### src/rtl/ama_riscv_fwd_scoreboard_pkg.sv
// Shared definitions for the forwarding/scoreboard slice: register
// address type, paired-register mapping and width helpers.
package ama_riscv_defines;

  typedef logic [4:0] rf_addr_t;

  localparam rf_addr_t RF_X0_ZERO = 5'd0;

  // Default maximum execute latency used to size sb_cnt_t
  localparam int SB_MAX_LAT_DEF = 4;

  typedef logic [$clog2(SB_MAX_LAT_DEF+1)-1:0] sb_cnt_t;

  // Paired destination: the odd register of the even/odd pair holding rd.
  // An odd rd therefore pairs with itself.
  function automatic rf_addr_t get_rdp(input rf_addr_t rd);
    return {rd[4:1], 1'b1};
  endfunction

  // Width of one forward select: 0 = RF, 1..num_fwd = forwarding stage
  function automatic int fwd_sel_width(input int num_fwd);
    return (num_fwd < 1) ? 1 : $clog2(num_fwd + 1);
  endfunction

endpackage

### src/rtl/ama_riscv_fwd_scoreboard_match.sv
// Priority matcher for one source operand over all forwarding stages.
// Youngest stage (lowest index) wins; within a stage rd beats rdp.
module ama_riscv_fwd_match
  import ama_riscv_defines::*;
#(
  parameter int NUM_FWD = 2,
  parameter int PAIRED  = 1,
  parameter int FSEL_W  = fwd_sel_width(NUM_FWD)
) (
  input  logic [4:0]           rs_addr,
  input  logic                 rs_used,
  input  logic [NUM_FWD*5-1:0] fwd_rd,
  input  logic [NUM_FWD-1:0]   fwd_rd_we,
  input  logic [NUM_FWD-1:0]   fwd_rdp_we,
  output logic [FSEL_W-1:0]    fwd_sel,
  output logic                 on_rdp
);

  // Walk from oldest to youngest so the youngest match is the last write
  always_comb begin
    fwd_sel = '0;
    on_rdp  = 1'b0;
    if (rs_used && (rs_addr != RF_X0_ZERO)) begin
      for (int k = NUM_FWD - 1; k >= 0; k--) begin
        if (fwd_rd_we[k] && (fwd_rd[5*k +: 5] == rs_addr)) begin
          fwd_sel = FSEL_W'(k + 1);
          on_rdp  = 1'b0;
        end else if ((PAIRED != 0) && fwd_rdp_we[k] &&
                     (get_rdp(fwd_rd[5*k +: 5]) == rs_addr)) begin
          fwd_sel = FSEL_W'(k + 1);
          on_rdp  = 1'b1;
        end
      end
    end
  end

endmodule

### src/rtl/ama_riscv_fwd_scoreboard.sv
// Operand forwarding with a per-register latency scoreboard. cnt[r] holds
// the cycles until r's result reaches forwarding stage 0; decode stalls
// while any used source still has a non-zero count.
module ama_riscv_fwd_scoreboard
  import ama_riscv_defines::*;
#(
  parameter int NUM_RS  = 2,
  parameter int NUM_FWD = 2,
  parameter int MAX_LAT = 4,
  parameter int PAIRED  = 1,
  parameter int LAT_W   = $clog2(MAX_LAT + 1),
  parameter int FSEL_W  = fwd_sel_width(NUM_FWD)
) (
  input  logic                       clk,
  input  logic                       rst,
  input  logic                       issue_valid,
  input  logic [4:0]                 issue_rd,
  input  logic                       issue_rd_we,
  input  logic                       issue_rdp_we,
  input  logic [LAT_W-1:0]           issue_lat,
  input  logic                       flush,
  input  logic [NUM_RS*5-1:0]        rs_addr,
  input  logic [NUM_RS-1:0]          rs_used,
  input  logic [NUM_FWD*5-1:0]       fwd_rd,
  input  logic [NUM_FWD-1:0]         fwd_rd_we,
  input  logic [NUM_FWD-1:0]         fwd_rdp_we,
  output logic [NUM_RS*FSEL_W-1:0]   fwd_sel,
  output logic [NUM_RS-1:0]          fwd_on_rdp,
  output logic                       stall,
  output logic [5:0]                 busy_cnt
);

  localparam logic [LAT_W-1:0] MAX_LAT_C = LAT_W'(MAX_LAT);
  localparam logic [LAT_W-1:0] ONE_C     = LAT_W'(1);

  // Entry 0 exists only so x0 can be indexed; it is held at zero
  logic [LAT_W-1:0] cnt_q [32];
  logic [LAT_W-1:0] cnt_d [32];
  logic [LAT_W-1:0] lat_eff;
  logic [LAT_W-1:0] new_cnt;
  rf_addr_t         issue_rdp;
  logic             wr_rd;
  logic             wr_rdp;

  // Clamp the issued latency to 1..MAX_LAT and derive the write enables
  always_comb begin
    if (issue_lat == '0) begin
      lat_eff = ONE_C;
    end else if (issue_lat > MAX_LAT_C) begin
      lat_eff = MAX_LAT_C;
    end else begin
      lat_eff = issue_lat;
    end
    new_cnt   = lat_eff - ONE_C;
    issue_rdp = get_rdp(issue_rd);
    wr_rd     = issue_valid && !flush && issue_rd_we &&
                (issue_rd != RF_X0_ZERO);
    wr_rdp    = (PAIRED != 0) && issue_valid && !flush && issue_rdp_we &&
                (issue_rdp != RF_X0_ZERO);
  end

  // Decrement every live count, then let a new issue overwrite its entry
  always_comb begin
    for (int r = 0; r < 32; r++) begin
      cnt_d[r] = cnt_q[r];
      if (cnt_q[r] != '0) begin
        cnt_d[r] = cnt_q[r] - ONE_C;
      end
      if ((wr_rd && (issue_rd == 5'(r))) || (wr_rdp && (issue_rdp == 5'(r)))) begin
        cnt_d[r] = new_cnt;
      end
      if (r == 0) begin
        cnt_d[r] = '0;
      end
    end
  end

  // Scoreboard state register; reset drops every pending entry
  always_ff @(posedge clk) begin
    if (rst) begin
      for (int r = 0; r < 32; r++) begin
        cnt_q[r] <= '0;
      end
    end else begin
      for (int r = 0; r < 32; r++) begin
        cnt_q[r] <= cnt_d[r];
      end
    end
  end

  // Stall when any used, non-x0 source is still in flight
  always_comb begin
    stall = 1'b0;
    for (int i = 0; i < NUM_RS; i++) begin
      if (rs_used[i] && (rs_addr[5*i +: 5] != RF_X0_ZERO) &&
          (cnt_q[rs_addr[5*i +: 5]] != '0)) begin
        stall = 1'b1;
      end
    end
  end

  // Count the live scoreboard entries
  always_comb begin
    busy_cnt = '0;
    for (int r = 1; r < 32; r++) begin
      if (cnt_q[r] != '0) begin
        busy_cnt = busy_cnt + 6'd1;
      end
    end
  end

  // One priority matcher per source operand
  for (genvar g = 0; g < NUM_RS; g++) begin : g_match
    ama_riscv_fwd_match #(
      .NUM_FWD (NUM_FWD),
      .PAIRED  (PAIRED),
      .FSEL_W  (FSEL_W)
    ) u_match (
      .rs_addr    (rs_addr[5*g +: 5]),
      .rs_used    (rs_used[g]),
      .fwd_rd     (fwd_rd),
      .fwd_rd_we  (fwd_rd_we),
      .fwd_rdp_we (fwd_rdp_we),
      .fwd_sel    (fwd_sel[FSEL_W*g +: FSEL_W]),
      .on_rdp     (fwd_on_rdp[g])
    );
  end

endmodule

### config.mk
export PLATFORM = sky130hd
export DESIGN_NAME = ama_riscv_fwd_scoreboard
export DESIGN_NICKNAME = d
export VERILOG_FILES = /design/src/rtl/ama_riscv_fwd_scoreboard_pkg.sv /design/src/rtl/ama_riscv_fwd_scoreboard_match.sv /design/src/rtl/ama_riscv_fwd_scoreboard.sv
export SDC_FILE = /design/constraint.sdc
export NUM_CORES = 1
export LEC_CHECK = 0
export ABC_CLOCK_PERIOD_IN_PS = 55000
export CORE_MARGIN = 3
export CORE_UTILIZATION = 31
export CTS_CLUSTER_DIAMETER = 150
export DETAILED_ROUTE_END_ITERATION = 12
export HOLD_SLACK_MARGIN = 0.02
export PLACE_DENSITY = 0.52
export SETUP_SLACK_MARGIN = 0.1
export SYNTH_ARGS = -nofsm -noshare
export SYNTH_HDL_FRONTEND = slang
export SYNTH_HIERARCHICAL = 1
export SYNTH_SLANG_ARGS = --single-unit
### constraint.sdc
create_clock -name clk -period 55 [get_ports clk]
set_input_delay 11 -clock clk [delete_from_list [all_inputs] [get_ports clk]]
set_output_delay 11 -clock clk [all_outputs]
set_load 0.005 [all_outputs]
==> flow_metrics.py <==
metrics = {
    "outcome": {
        "status": "complete, no violations",
    },
    "detailed_routing": {
        "vias": 10100,
        "wl_um": 29400,
        "postRouteAntennaNets": 0,
        "drc": 0,
        "first_iter_violations": 483,
        "drt-wirelength-per-cell_um": 14.9,
        "via_per_inst": 5.11,
        "firstDrtPassIters": 5,
    },
    "finish": {
        "fill_cells": 3828,
        "drive_above_1_share": 0.0764,
        "seqCellArea_um2": 1860,
        "largest_reg_flops": 93,
        "regMostFlops": "cnt_q",
        "diodes": 0,
        "num-nets-final": 1633,
        "synthToLayoutAreaGrowth_pct": 9.80,
        "largestRegisters": "cnt_q: 93 flops",
        "multiInputGateArea_um2": 9110,
    },
    "global_route": {
        "grt_pass1_wl_um": 48700,
        "grt_pass1_vias": 9695,
        "grt_usage": 0.150,
        "gr-total-overflow": 0,
        "grt_max_degree": 94,
        "antenna_found_initial": 0,
    },
    "setup_path": {
        "critical-path-top-delay-family": "adder cells",
        "timing.rr.end": "cnt_q[5][1]",
        "rrSetupSlack_ns": 52.88,
        "worst_path_most_repeated_cell": "ha_1",
        "r2r-start": "cnt_q[5][0]",
        "cp_slowest_cell": "a211oi_1",
        "critPathMaxStageDelay_ns": 0.55,
        "worst-path-buf-inv": 4,
        "required_ns": 44.00,
        "crit_path_end_kind": "output port",
        "critPathLaunchType": "flip-flop",
        "critPathMaxFanout": 9,
        "r2r_cells": 6,
        "critical_path_class": "flip-flop to output port",
        "critPathArrivalTime_ns": 17.42,
    },
    "sta": {
        "min_period_ns": 28.42,
        "slew_viol_final": 0,
        "hold_viol_final": 0,
        "fmax_mhz": 35.2,
        "finClkSkew_ns": 0.00859,
        "slew-limit-headroom": 0.235,
        "setup_tns_ns": 0,
        "rsz0062_at_grt": "no",
        "setup_viol": 0,
        "tightest_slew_ns": 1.14,
        "post-route-period-util": 0.517,
    },
    "flow_run": {
        "drv_cap": 0,
    },
    "floorplan": {
        "fp.dieH_um": 199,
        "fp-row-count": 70,
        "die-area_um2": 39600,
        "ios": 53,
        "start_util": 0.315,
        "die_x_um": 199,
        "coreArea_um2": 36700,
    },
    "cts": {
        "numCtsBuffers": 9,
        "cts_max_path_buffers": 2,
        "hold_buffers": 0,
        "cts_setup_buffers": 0,
        "path_clk_slew_ns": 0.06,
        "h-tree-depth": 3,
        "cts_tree": "built",
        "post_cts_resized": 0,
        "insertion_delay_ns": 0.35,
        "root_buffer": "clkbuf_16",
        "cts_sinks": 93,
    },
    "yosys": {
        "ys_seq_area_frac": 0.161,
        "yosysWarningCount": 6,
        "synthArstFlopShare": 0,
        "synth-seq-cells": 93,
        "synth.lib_cells_used.distinct": 86,
        "synth-main-ff-cell": "dfxtp_1",
        "synth_edf_count": 0,
        "syn_area_um2": 11600,
        "syn_avg_cell_area_um2": 7.69,
        "synth_nets": 1634,
        "syn_inst": 1502,
    },
    "place": {
        "gp_congestion": 0.821,
        "dp_hpwl_um": 23000,
        "portBuffers": 52,
    },
    "hold_path": {
        "hold_class": "flip-flop to flip-flop",
        "hold_end": "cnt_q[8][2]",
        "hold_path.startpoint": "cnt_q[8][2]",
        "min_delay_path_depth": 2,
    },
}
-- through the flow --
step           hold slack (ns)  cells  setup WS, ns   util  area [µm²]
5_1_grt                  0.611   1974         24.64  0.346       12700
6_report                 0.593   1974         26.58  0.346       12700
3_5_place_dp             0.575   1958         27.03  0.338       12400
2_1_floorplan            0.544   1502         29.53      -       11600
4_1_cts                  0.594   1974         26.61  0.346       12700
3_3_place_gp             0.564   1958         27.56  0.338       12400
-- synthesized netlist by cell type (3+ instances only) --
master	count	share of area
nor2_1	225	0.073
nand2_1	122	0.040
xnor2_1	121	0.092
dfxtp_1	93	0.16
ha_1	92	0.10
a21oi_1	89	0.039
inv_1	78	0.025
nor3_1	64	0.028
a211oi_1	61	0.040
nor2b_1	57	0.031
clkbuf_1	53	0.017
o21ai_0	44	0.019
xor2_1	41	0.031
nand2b_1	36	0.019
mux2i_1	34	0.029
nand3_1	33	0.014
mux2_2	21	0.020
mux4_2	17	0.033
nand4_1	13	0.0070
nor4_1	11	0.0060
o22ai_1	11	0.0060
xnor2_2	11	0.015
a31oi_1	10	0.0054
xnor3_1	10	0.019
and2_1	9	0.0049
or3_1	9	0.0049
nor3b_1	8	0.0052
or2_2	8	0.0043
buf_2	7	0.0030
and3_1	5	0.0027
nand3b_1	5	0.0032
o211ai_1	5	0.0032
o32ai_1	5	0.0038
xor2_2	5	0.0070
and4_1	4	0.0030
o21a_1	4	0.0026
o31ai_1	4	0.0026
or4_1	4	0.0026
xnor2_4	4	0.0095
a21boi_0	3	0.0019
a311oi_1	3	0.0023
buf_1	3	0.00097
buf_4	3	0.0019
xnor3_2	3	0.0062
-- cell families after synthesis --
group           after synthesis  share of synthesized area
simple gates                625                      0.259
compound gates              272                      0.157
xor+xnor                    198                      0.187
buf+inv                     148                     0.0507
fa+ha+maj                    94                      0.101
flops                        93                      0.161
mux                          72                     0.0831
-- how the worst max path moves through the flow --
stage | startpoint | end | depth (start not counted)
detailed placement | cnt_q[2][0] | busy_cnt[5] | 87
global route | cnt_q[2][0] | busy_cnt[5] | 88
floorplan | cnt_q[1][0] | busy_cnt[5] | 90
global placement | cnt_q[2][0] | busy_cnt[5] | 87
finish | cnt_q[2][0] | busy_cnt[5] | 87
CTS | cnt_q[2][0] | busy_cnt[5] | 87
-- layout make-up --
type                            count  area share
Multi-Input combinational cell   1261       0.718
Sequential cell                    93       0.147
Tap cell                          468      0.0462
Timing Repair Buffer               57      0.0436
Inverter                           79      0.0234
Clock buffer                       10      0.0180
Clock inverter                      6     0.00365
-- layer usage --
metal / global-route usage / routed length [µm] / up-vias / share of wire
met4: 0.0331 / 417 / 0 / 0.014
met3: 0.0174 / 990 / 19 / 0.034
met2: 0.253 / 13400 / 164 / 0.46
met5: 0 / 0 / - / 0
li1: - / - / 5215 / -
met1: 0.206 / 14600 / 4685 / 0.50
-- worst min-delay path: stages, from the launching register on --
cell and delay (ns):
dfxtp_1 0.33, mux2i_1 0.13, a211oi_1 0.09
-- cells in the final DEF (no fill, tap or decap), types with 21 or more instances in the layout --
cell type,count
ha_1,92
nor2b_1,57
mux2_2,21
nand2b_1,36
dfxtp_1,93
nor2_1,225
mux2i_1,34
nand2_1,122
nor3_1,64
a21oi_1,89
xor2_1,41
o21ai_0,44
inv_1,78
xnor2_1,120
clkdlybuf4s50_1,51
nand3_1,33
a211oi_1,61
Power is left out: the tool's default activity adds up to more than one toggle a clock period on the data nets, which glitch-free logic cannot reach.
